===== src/rtl/sqrt_fixed.sv =====
// Iterative restoring square root for unsigned fixed-point operands.
// One root bit per cycle, optional round-to-nearest, ready/valid on both sides.
module sqrt_fixed #(
  parameter int WIDTH     = 16,
  parameter int FRAC_BITS = 8
) (
  input  logic                                clock,
  input  logic                                reset,
  input  logic                                in_valid,
  output logic                                in_ready,
  input  logic [WIDTH-1:0]                    in_data,
  input  logic                                in_round,
  output logic                                out_valid,
  input  logic                                out_ready,
  output logic [(WIDTH+FRAC_BITS+1)/2-1:0]    out_root,
  output logic [(WIDTH+FRAC_BITS+1)/2:0]      out_rem,
  output logic                                out_exact
);

  localparam int RW    = (WIDTH + FRAC_BITS + 1) / 2;
  localparam int RAD_W = 2 * RW;
  localparam int CW    = (RW > 1) ? $clog2(RW) : 1;

  typedef enum logic [1:0] {IDLE, CALC, ROUND, DONE} state_t;

  state_t            state;
  logic [RAD_W-1:0]  rad;
  logic              rnd;
  logic [RW-1:0]     root;
  logic [RW:0]       rem;
  logic [CW-1:0]     cnt;

  logic [RAD_W-1:0]  rad_in;
  logic [RW+2:0]     rem_sh;
  logic [RW+2:0]     trial;
  logic              fits;
  logic [RW:0]       rem_nx;
  logic [RW-1:0]     root_nx;
  logic [RW-1:0]     root_up;
  logic              go_up;

  assign rad_in  = RAD_W'(in_data) << FRAC_BITS;

  // Partial remainder never exceeds 2*root, so RW+1 bits hold it between steps.
  assign rem_sh  = {rem, rad[RAD_W-1 -: 2]};
  assign trial   = {1'b0, root, 2'b01};
  assign fits    = rem_sh >= trial;
  assign rem_nx  = (RW+1)'(fits ? rem_sh - trial : rem_sh);
  assign root_nx = RW'({root, fits});

  assign root_up = (&root) ? root : root + RW'(1);
  assign go_up   = rnd && (rem > {1'b0, root});

  always_ff @(posedge clock) begin
    if (reset) begin
      state     <= IDLE;
      in_ready  <= 1'b0;
      out_valid <= 1'b0;
      out_root  <= '0;
      out_rem   <= '0;
      out_exact <= 1'b0;
      rad       <= '0;
      rnd       <= 1'b0;
      root      <= '0;
      rem       <= '0;
      cnt       <= '0;
    end else begin
      unique case (state)
        IDLE: begin
          in_ready <= 1'b1;
          if (in_valid && in_ready) begin
            in_ready <= 1'b0;
            rad      <= rad_in;
            rnd      <= in_round;
            root     <= '0;
            rem      <= '0;
            cnt      <= CW'(RW - 1);
            state    <= CALC;
          end
        end
        CALC: begin
          rad  <= rad << 2;
          rem  <= rem_nx;
          root <= root_nx;
          cnt  <= cnt - CW'(1);
          if (cnt == '0)
            state <= ROUND;
        end
        ROUND: begin
          out_rem   <= rem;
          out_exact <= (rem == '0);
          out_root  <= go_up ? root_up : root;
          out_valid <= 1'b1;
          state     <= DONE;
        end
        DONE: begin
          if (out_ready) begin
            out_valid <= 1'b0;
            in_ready  <= 1'b1;
            state     <= IDLE;
          end
        end
        default: state <= IDLE;
      endcase
    end
  end

endmodule


===== config.mk =====
export PLATFORM = sky130hd
export DESIGN_NAME = sqrt_fixed
export DESIGN_NICKNAME = d
export VERILOG_FILES = /design/src/rtl/sqrt_fixed.sv
export SDC_FILE = /design/constraint.sdc
export NUM_CORES = 1
export LEC_CHECK = 0
export BUFFER_PORTS_ARGS = -buffer_cell sky130_fd_sc_hd__clkbuf_2
export CAP_MARGIN = 20
export CELL_PAD_IN_SITES_DETAIL_PLACEMENT = 1
export CELL_PAD_IN_SITES_GLOBAL_PLACEMENT = 1
export CORE_ASPECT_RATIO = 0.7
export CORE_MARGIN = 5
export CORE_UTILIZATION = 38
export DETAILED_ROUTE_END_ITERATION = 10
export PLACE_DENSITY = 0.75
export SLEW_MARGIN = 20
export SYNTH_ARGS = -nofsm -noshare
export SYNTH_HDL_FRONTEND = slang
export SYNTH_SLANG_ARGS = --single-unit

===== constraint.sdc =====
create_clock -name clock -period 3.1 [get_ports clock]
set_input_delay 0.155 -clock clock [delete_from_list [all_inputs] [get_ports clock]]
set_output_delay 0.155 -clock clock [all_outputs]
set_load 0.005 [all_outputs]

# Word-level counts from Yosys, hierarchy flattened
# Cells that the tools add are included.
[word_totals] ff_bits=84 latch_bits=0 mem_bits_rw=0 rom_bits=0 input_bits=21 wordCells=56 n_memories=0
[op_classes] add_sub_neg=3 mul=0 div=0 n_lt_le_gt_ge=2 n_eq_ne=6 n_shift=0 muxes=20 n_bitwise=0 n_reduce_logical=14
[ops] op="24-bit case mux with 2 select lines" n=1
[ops] op="12-bit two-way mux" n=3
[ops] op="13-bit two-way mux" n=2
[ops] op="13-bit case mux with 2 select lines" n=1
[ops] op="24-bit two-way mux" n=1
[ops] op="12-bit case mux with 2 select lines" n=1
[ops] op="15-bit by 14-bit greater-or-equal comparator with 1-bit output" n=1
[ops] op="13-bit by 12-bit greater-than comparator with 1-bit output" n=1
[ops] op="13-bit logical NOT" n=1
[ops] op="13-bit subtractor" n=1
[ops] op="12-bit by 1-bit adder with 12-bit output (second input constant)" n=1
[ops] op="12-bit AND reduction" n=1
[ops] op="2-bit case mux with 4 select lines" n=1
[ops] op="4-bit case mux with 2 select lines" n=1
[ops] op="2-bit AND reduction" n=4
[ops] op="2-bit two-way mux" n=3
[ops] op="2-bit != test (second input constant)" n=3
[ops] op="2-bit nonzero test" n=3
[ops] op="2-bit equality test (second input constant)" n=2
[ops] op="4-bit logical NOT" n=1
[ops] op="4-bit two-way mux" n=1
[ops] op="1-bit case mux with 2 select lines" n=2
[ops] op="4-bit by 1-bit subtractor with 4-bit output (second input constant)" n=1
[ops] op="1-bit two-way mux" n=3
[ops] op="other kinds (4)" n=5

# Depth between registers and ports, before layout
# Gate-level depths: netlist of run 1.
[depth] ltp_word=3 mapped_depth=11 depth_no_buf=8

# Worst setup path before layout of run 1
# Ideal clock, no wire load.
[synth_path] path_type="register to register" startpoint="register root[8]" endpoint="register rem[6]" setup_ns=0.060 arrival_ns=2.262 required_ns=3.040 slack_ns=0.779 stages_incl_launch_ff=11 path_buffers=2 synth_period_minus_slack_ns=2.321 cell_sequence="dfxtp_1 > buf_6 > inv_1 > ha_1 > buf_2 > nand2_1 > o211a_1 > o21ai_0 > nor2_2 > or4b_2 > nand2_1"
[synth_via] elab_chain_len=3
[synth_rtl] element="start, declared" line="29" rtl="logic [RW-1:0] root;"
[synth_rtl] element="start signal, assigned" line="84" rtl="root <= root_nx;"
[synth_rtl] element="15-bit by 14-bit greater-or-equal comparator with 1-bit output" line="47" rtl="assign fits = rem_sh >= trial;"
[synth_rtl] element="13-bit two-way mux" line="48" rtl="assign rem_nx = (RW+1)'(fits ? rem_sh - trial : rem_sh);"
[synth_rtl] element="13-bit case mux with 2 select lines" line="68" rtl="unique case (state)"
[synth_rtl] element="end signal, assigned" line="83" rtl="rem <= rem_nx;"
[synth_rtl] element="end, declared" line="30" rtl="logic [RW:0] rem;"
# No other way between the ends.
# A chain may end at the register's enable or synchronous reset.

# Final worst setup path of run 1
# Same ends and word-level chain as after synthesis.

==> key figures, run 1 <==
Outcome
  – Status: completed

Placement
  – Port bufs: 48
  – Final Wtd Congestion: 0.941
  – DP Wirelength: 8750 um

Final layout
  – Synth-to-layout area growth: 15.3%
  – Fill cell total of the finished layout: 1235
  – Multi-input gate area: 2260 um^2
  – Share of cells above drive strength 1: 17.0%
  – NumNets Final: 544
  – Sequential Area: 1520 um^2
  – N_diodes: 0

Flow run
  – Max-cap violation count: 0

Yosys
  – Synth top cells by count: dfxtp_1, nor2_1, mux2i_1, nand2_1, inv_1
  – Seq/Total Area, Yosys: 37.7%
  – Area leader, netlist: dfxtp_1
  – Most frequent cell after synthesis: dfxtp_1
  – Post-Syn Instances: 462
  – Syn_nets: 505
  – Synthesized cell area: 4040 um^2
  – Ys flop type: dfxtp_1
  – Asr flop ratio synth: 0%
  – Top cells by area, synth: dfxtp_1, mux2i_1, ha_1
  – Number of distinct library cells after synthesis: 59
  – Synth top area share: 37.7%
  – #FFs+latches synth: 76
  – Yosys warnings: 0
  – Avg Cell Area, Syn: 8.74 um^2
  – Post-synth EDFFs: 0

Timing
  – Worst slew pin tran: 0.766 ns
  – RSZ-0062 raised after global routing: no
  – Fin crit period: 2.85 ns
  – Final Setup Violations: 0
  – Period utilisation layout: 91.8%
  – Slew Limit Fails: 0
  – Setup TNS: 0 ns
  – F_max: 0.351 GHz
  – Clk_skew: 0.00657 ns
  – Worst slew margin: 47.6%
  – Final hold vios: 0

Detailed routing
  – Vias: 3668
  – Drt initial violations: 260
  – Initial DRT Pass Iterations: 6
  – Routed wire length per instance: 18.9 um
  – Final ANT Viol Nets: 0
  – # DRC: 0
  – Via density: 5.75
  – Routed wire length: 12000 um

Floorplan
  – Core region area: 10400 um^2
  – Cell row count: 31
  – Die Ht: 96.2 um
  – Die area: 12800 um^2
  – Initial Util: 39.0%
  – Die width: 133 um
  – Io pins: 49

Critical path
  – Worst path arrival time: 3.13 ns
  – Worst Reg-to-Reg Cells: 8
  – CP Launch Type: flop
  – Crit path capture type: flop
  – Crit Path Category: reg -> reg
  – Max FO, Critical Path: 16
  – Worst path required time: 3.39 ns

CTS
  – CTS tree: yes
  – Clock sinks: 76
  – CTS root buf: clkbuf_16
  – Clock latency on the worst-skew pair: 0.35 ns
  – Post-CTS setup buffers: 0
  – Clock-pin slew on the worst setup and hold paths: 0.06 ns
  – Total CTS buffers: 9
  – Clk buf depth: 2
  – H-tree depth: 3

Global route
  – Initial antenna violation count: 0
  – Grt total ovfl: 0
  – Vias in the first global route: 3690
  – Global-route wire length before repair: 19600 um
  – Tot GR Track Use: 19.4%
  – Largest net degree at the start of global routing: 51

Min path
  – Hold path depth: 3
  – Min-delay worst type: in -> reg
-- sequential cells by signal (all words and copies together) (netlist names) --
register and cells:
rad 16, out_valid 1, state 2, rnd 1, out_root 12, out_exact 1, rem 13, in_ready 1
root 12, cnt 4, out_rem 13
-- metrics by stage --
| stage | worst slack [ns] | hold WS [ns] | std cells | util (%) | cell area, um^2 |
|---|---|---|---|---|---|
| finish | 0.255 | 0.0361 | 638 | 44.9 | 4650 |
| global route | 0.0604 | 0.0455 | 638 | 44.9 | 4650 |
| CTS | 0.143 | 0.0359 | 638 | 44.9 | 4650 |
| detailed placement | 0.182 | 0.399 | 622 | 42.0 | 4350 |
| global placement | 0.331 | 0.390 | 622 | 42.0 | 4350 |
| floorplan | 0.779 | 0.299 | 462 | - | 4040 |
-- logic make-up (layout without fill, tap and decap cells) --
group | after synthesis | in the layout | synth area share (%)
AOI/OAI and AO/OA | 112 | 112 | 20.5
xor gates and xnor gates | 11 | 11 | 2.39
adders and majority gates | 22 | 22 | 6.82
buffers and inverters | 55 | 99 | 6.51
DFF | 76 | 76 | 37.7
muxes | 29 | 29 | 7.22
and+or+nand+nor | 157 | 157 | 18.8
-- path summary, 6_finish.rpt --
kind,to,start,slack (ns)
setup / recovery,rem[6]$_SDFFE_PP0P_,root[8]$_SDFFE_PP0P_,0.25
hold / removal,rad[17]$_SDFFE_PP0P_,in_data[9],0.04
setup reg to reg,rem[6]$_SDFFE_PP0P_,root[8]$_SDFFE_PP0P_,0.25
hold reg to reg,out_root[7]$_SDFFE_PP0P_,out_root[7]$_SDFFE_PP0P_,0.47
-- placed cells by master, fill, tap and decap left out, types with 2 or more instances in the layout --
master | synthesis | layout
a2111oi_0 | 2 | 2
a211o_1 | 2 | 2
a211oi_1 | 13 | 13
a21o_1 | 3 | 3
a21oi_1 | 14 | 13
a222oi_1 | 14 | 14
a22oi_1 | 13 | 13
a32oi_1 | 6 | 6
and3_1 | 4 | 4
and4_1 | 2 | 2
and4_2 | 3 | 3
buf_4 | 2 | 9
clkbuf_16 | 0 | 9
clkbuf_2 | 0 | 48
clkinvlp_4 | 0 | 2
dfxtp_1 | 76 | 76
ha_1 | 22 | 22
inv_1 | 26 | 26
inv_6 | 0 | 2
mux2i_1 | 28 | 28
nand2_1 | 27 | 27
nand3_1 | 10 | 10
nand4_1 | 4 | 4
nand4b_1 | 2 | 2
nor2_1 | 70 | 70
nor2b_1 | 3 | 3
nor3_1 | 13 | 13
nor4_1 | 7 | 7
o21a_1 | 4 | 4
o21ai_0 | 23 | 23
o221a_2 | 2 | 2
o31a_1 | 3 | 3
or3_1 | 2 | 2
or4_1 | 2 | 2
xnor2_1 | 7 | 7
xor2_1 | 4 | 4
-- layer usage --
metal  vias to the layer above  wire length [um]  share of wire, %  global-route usage, %
met5                         -                 0                 0                      0
met4                         0                81              0.67                   3.68
met2                        78              5470                45                   31.5
li1                       1777                 -                 -                      -
met3                         9               516               4.3                   5.12
met1                      1804              5980                50                   26.3
-- final cells by class --
cell class | instances | share of cell area (%)
clock buffer | 10 | 4.92
timing repair buffer | 57 | 6.61
tap | 132 | 3.55
clock inverter | 6 | 1.53
sequential | 76 | 32.7
multi-input combinational | 331 | 48.6
inverter | 26 | 2.10
-- repair_timing --
action / in CTS / in global routing
setup endpoints to repair: 0 / 3
resized for setup: 0 / 1
hold buffers: 0 / 0
-- worst max-delay path, cell delays in order (launching register included) --
cell,delay [ns]
dfxtp_1,0.45
inv_1,0.09
ha_1,0.47
nand2_1,0.11
o211a_1,0.26
o21ai_0,0.45
nor2_4,0.21
or4b_2,0.67
nand2_1,0.07
Power of run 1 is not shown: default switching activity piles up to over one toggle a cycle in this logic, so the estimate is an artifact.
==> inputs of run 2 (changes only) <==
--- a/config.mk
+++ b/config.mk
@@ -5,6 +5,7 @@
 export SDC_FILE = /design/constraint.sdc
 export NUM_CORES = 1
 export LEC_CHECK = 0
+export ABC_AREA = 1
 export BUFFER_PORTS_ARGS = -buffer_cell sky130_fd_sc_hd__clkbuf_2
 export CAP_MARGIN = 20
 export CELL_PAD_IN_SITES_DETAIL_PLACEMENT = 1
@@ -13,7 +14,7 @@
 export CORE_MARGIN = 5
 export CORE_UTILIZATION = 38
 export DETAILED_ROUTE_END_ITERATION = 10
-export PLACE_DENSITY = 0.75
+export PLACE_DENSITY = 0.79
 export SLEW_MARGIN = 20
 export SYNTH_ARGS = -nofsm -noshare
 export SYNTH_HDL_FRONTEND = slang
==> run 2 against run 1 <==
Net effect: synthesized cell count grew 51%; via count grew 26%; clock skew up 0.0054 ns; wire length up 19%; first-iteration DRC count up 31%; critical path depth increased by 6; global-route usage grew 2.1 points.
==> key figures, run 2 <==
Outcome
  – Status: completed

CTS
  – CTS root buf: clkbuf_16
  – Clock latency on the worst-skew pair: 0.34 ns
  – Post-CTS setup buffers: 0
  – H-tree depth: 3
  – Post_cts resized: 0
  – Clk buf depth: 2
  – Clock sinks: 76
  – Total CTS buffers: 9
  – Cts hold-fix bufs: 0
  – Clock-pin slew on the worst setup and hold paths: 0.06 ns
  – CTS tree: yes

Yosys
  – Avg Cell Area, Syn: 6.46 um^2
  – Top cells by area, synth: dfxtp_1, nand2_1, nand3_1
  – Syn_nets: 740
  – Yosys warnings: 0
  – Number of distinct library cells after synthesis: 34
  – Post-Synth Adder-Cell Area: 6.11%
  – Synth top area share: 33.8%
  – Asr flop ratio synth: 0%
  – Post-synth EDFFs: 0
  – Synth top cells by count: nand2_1, inv_1, dfxtp_1, nand3_1, a21oi_1
  – Seq/Total Area, Yosys: 33.8%
  – Area leader, netlist: dfxtp_1
  – Ys flop type: dfxtp_1
  – Post-synthesis mux area share: 0%
  – Most frequent cell after synthesis: nand2_1
  – Post-Syn Instances: 697
  – Synthesized cell area: 4500 um^2
  – Largest family of logic cells by synthesized area: simple AND/OR/NAND/NOR gates
  – Post-synthesis simple-gate area fraction: 34.9%
  – Synth Area in Compound Gates: 12.9%
  – #FFs+latches synth: 76
  – Post-Synth XOR/XNOR Area: 1.56%

Critical path
  – Worst path max stage delay: 0.46 ns
  – Worst path required time: 3.31 ns
  – CP bufs+invs: 2
  – Crit path cell chain: inv_1 > ha_1 > nand2_1 > inv_1 > nand2_1 > nand2_1 > nand2_1 > nand2_1 > nor2_2 > nand2_1 > nand2_1 > nand2_1 > nand2_1 > a21oi_1
  – CP dominant cell by count: nand2_1
  – Worst R2R Setup Slack: 0.32 ns
  – Top Family by Delay on Critical Path: simple AND/OR/NAND/NOR gates
  – Crit path capture type: flop
  – CP Launch Type: flop
  – Crit Path Category: reg -> reg
  – Worst path arrival time: 2.99 ns
  – CP max-delay cell: dfxtp_1
  – Max FO, Critical Path: 14

Floorplan
  – Initial Util: 38.7%
  – Cell row count: 33
  – Die width: 140 um
  – Die area: 14200 um^2
  – Die Ht: 101 um
  – Io pins: 49
  – Core region area: 11600 um^2

Global route
  – Initial antenna violation count: 0
  – Tot GR Track Use: 21.5%
  – Vias in the first global route: 4881
  – Grt total ovfl: 0
  – Largest net degree at the start of global routing: 45
  – Global-route wire length before repair: 24600 um

Final layout
  – NumNets Final: 782
  – Share of cells above drive strength 1: 13.4%
  – Most flop-heavy register: rad
  – Commonest non-fill, non-tap cell in the layout: nand2_1
  – Most frequent cells in the layout: nand2_1, inv_1, dfxtp_1
  – Largest regs: rad: 16 flops, out_rem: 13 flops, rem: 13 flops
  – Max reg flops: 16
  – Final Util: 44.5%
  – N_diodes: 0
  – Fill cell total of the finished layout: 1581
  – Fin cells: 901
  – Synth-to-layout area growth: 15.0%

Timing
  – Post-route setup slack: 0.321 ns
  – Fin crit period: 2.78 ns
  – Slew Limit Fails: 0
  – RSZ-0062 raised after global routing: no
  – Worst slew margin: 58.6%
  – F_max: 0.360 GHz
  – Period utilisation layout: 89.6%
  – Final Setup Violations: 0
  – Worst slew pin tran: 0.621 ns
  – Final hold vios: 0
  – Clk_skew: 0.0119 ns
  – Setup TNS: 0 ns

Detailed routing
  – Routed wire length: 14300 um
  – Drt initial violations: 341
  – Final ANT Viol Nets: 0
  – Initial DRT Pass Iterations: 5
  – Vias: 4604
  – Via density: 5.11
  – # DRC: 0
  – Routed wire length per instance: 15.9 um

Flow run
  – Max-cap violation count: 0

Placement
  – Port bufs: 48
  – Placement Setup Slack: 0.386 ns
  – Placed insts: 885
  – DP Wirelength: 10800 um
  – Final Wtd Congestion: 0.888

Min path
  – Min-delay worst type: in -> reg
[run 2: layout make-up]
type / instances / area (um^2) / share of cell area [%]
timing repair buffer: 60 / 330 / 6.38
clock buffer: 11 / 253 / 4.88
inverter: 85 / 319 / 6.16
multi-input combinational: 507 / 2500 / 48.3
clock inverter: 5 / 57.6 / 1.11
tap: 157 / 196 / 3.79
sequential: 76 / 1520 / 29.4
[run 2: worst register-to-register path, stage by stage (launching register included)]
cell     delay (ns)
dfxtp_1        0.46
inv_1          0.11
ha_1           0.38
nand2_1        0.13
inv_1          0.04
nand2_1        0.06
nand2_1        0.08
nand2_1        0.07
nand2_1        0.06
nor2_2         0.38
nand2_1        0.44
nand2_1        0.23
nand2_1        0.08
nand2_1        0.06
a21oi_1        0.06
[run 2: cells by family after synthesis]
family	Yosys count
simple gates	371
buf+inv	114
compound gates	106
flops	76
fa+ha+maj	22
xor+xnor	8
[run 2: path summary, 6_finish.rpt]
path,from,end,cells past startpoint
worst max-delay path,root[7]$_SDFFE_PP0P_,rem[12]$_SDFFE_PP0P_,14
worst min register to register,out_root[6]$_SDFFE_PP0P_,out_root[6]$_SDFFE_PP0P_,2
worst min-delay path,in_data[0],rad[8]$_SDFFE_PP0P_,3
worst max register to register,root[7]$_SDFFE_PP0P_,rem[12]$_SDFFE_PP0P_,14
[run 2: through the flow]
step / hold WS, ns / area [um^2]
4_1_cts: 0.0477 / 5180
3_5_place_dp: 0.404 / 4870
5_1_grt: 0.0459 / 5180
2_1_floorplan: 0.290 / 4500
3_3_place_gp: 0.390 / 4870
6_report: 0.0524 / 5180
[run 2: metal layers]
| metal | share of wire [%] | GRT usage, % | vias to the layer above |
|---|---|---|---|
| met3 | 4.0 | 4.55 | 12 |
| li1 | - | - | 2313 |
| met1 | 50 | 30.1 | 2194 |
| met4 | 0.92 | 4.47 | 0 |
| met5 | 0 | 0 | - |
| met2 | 45 | 34.4 | 85 |
Power of run 2 is left out for the same reason.
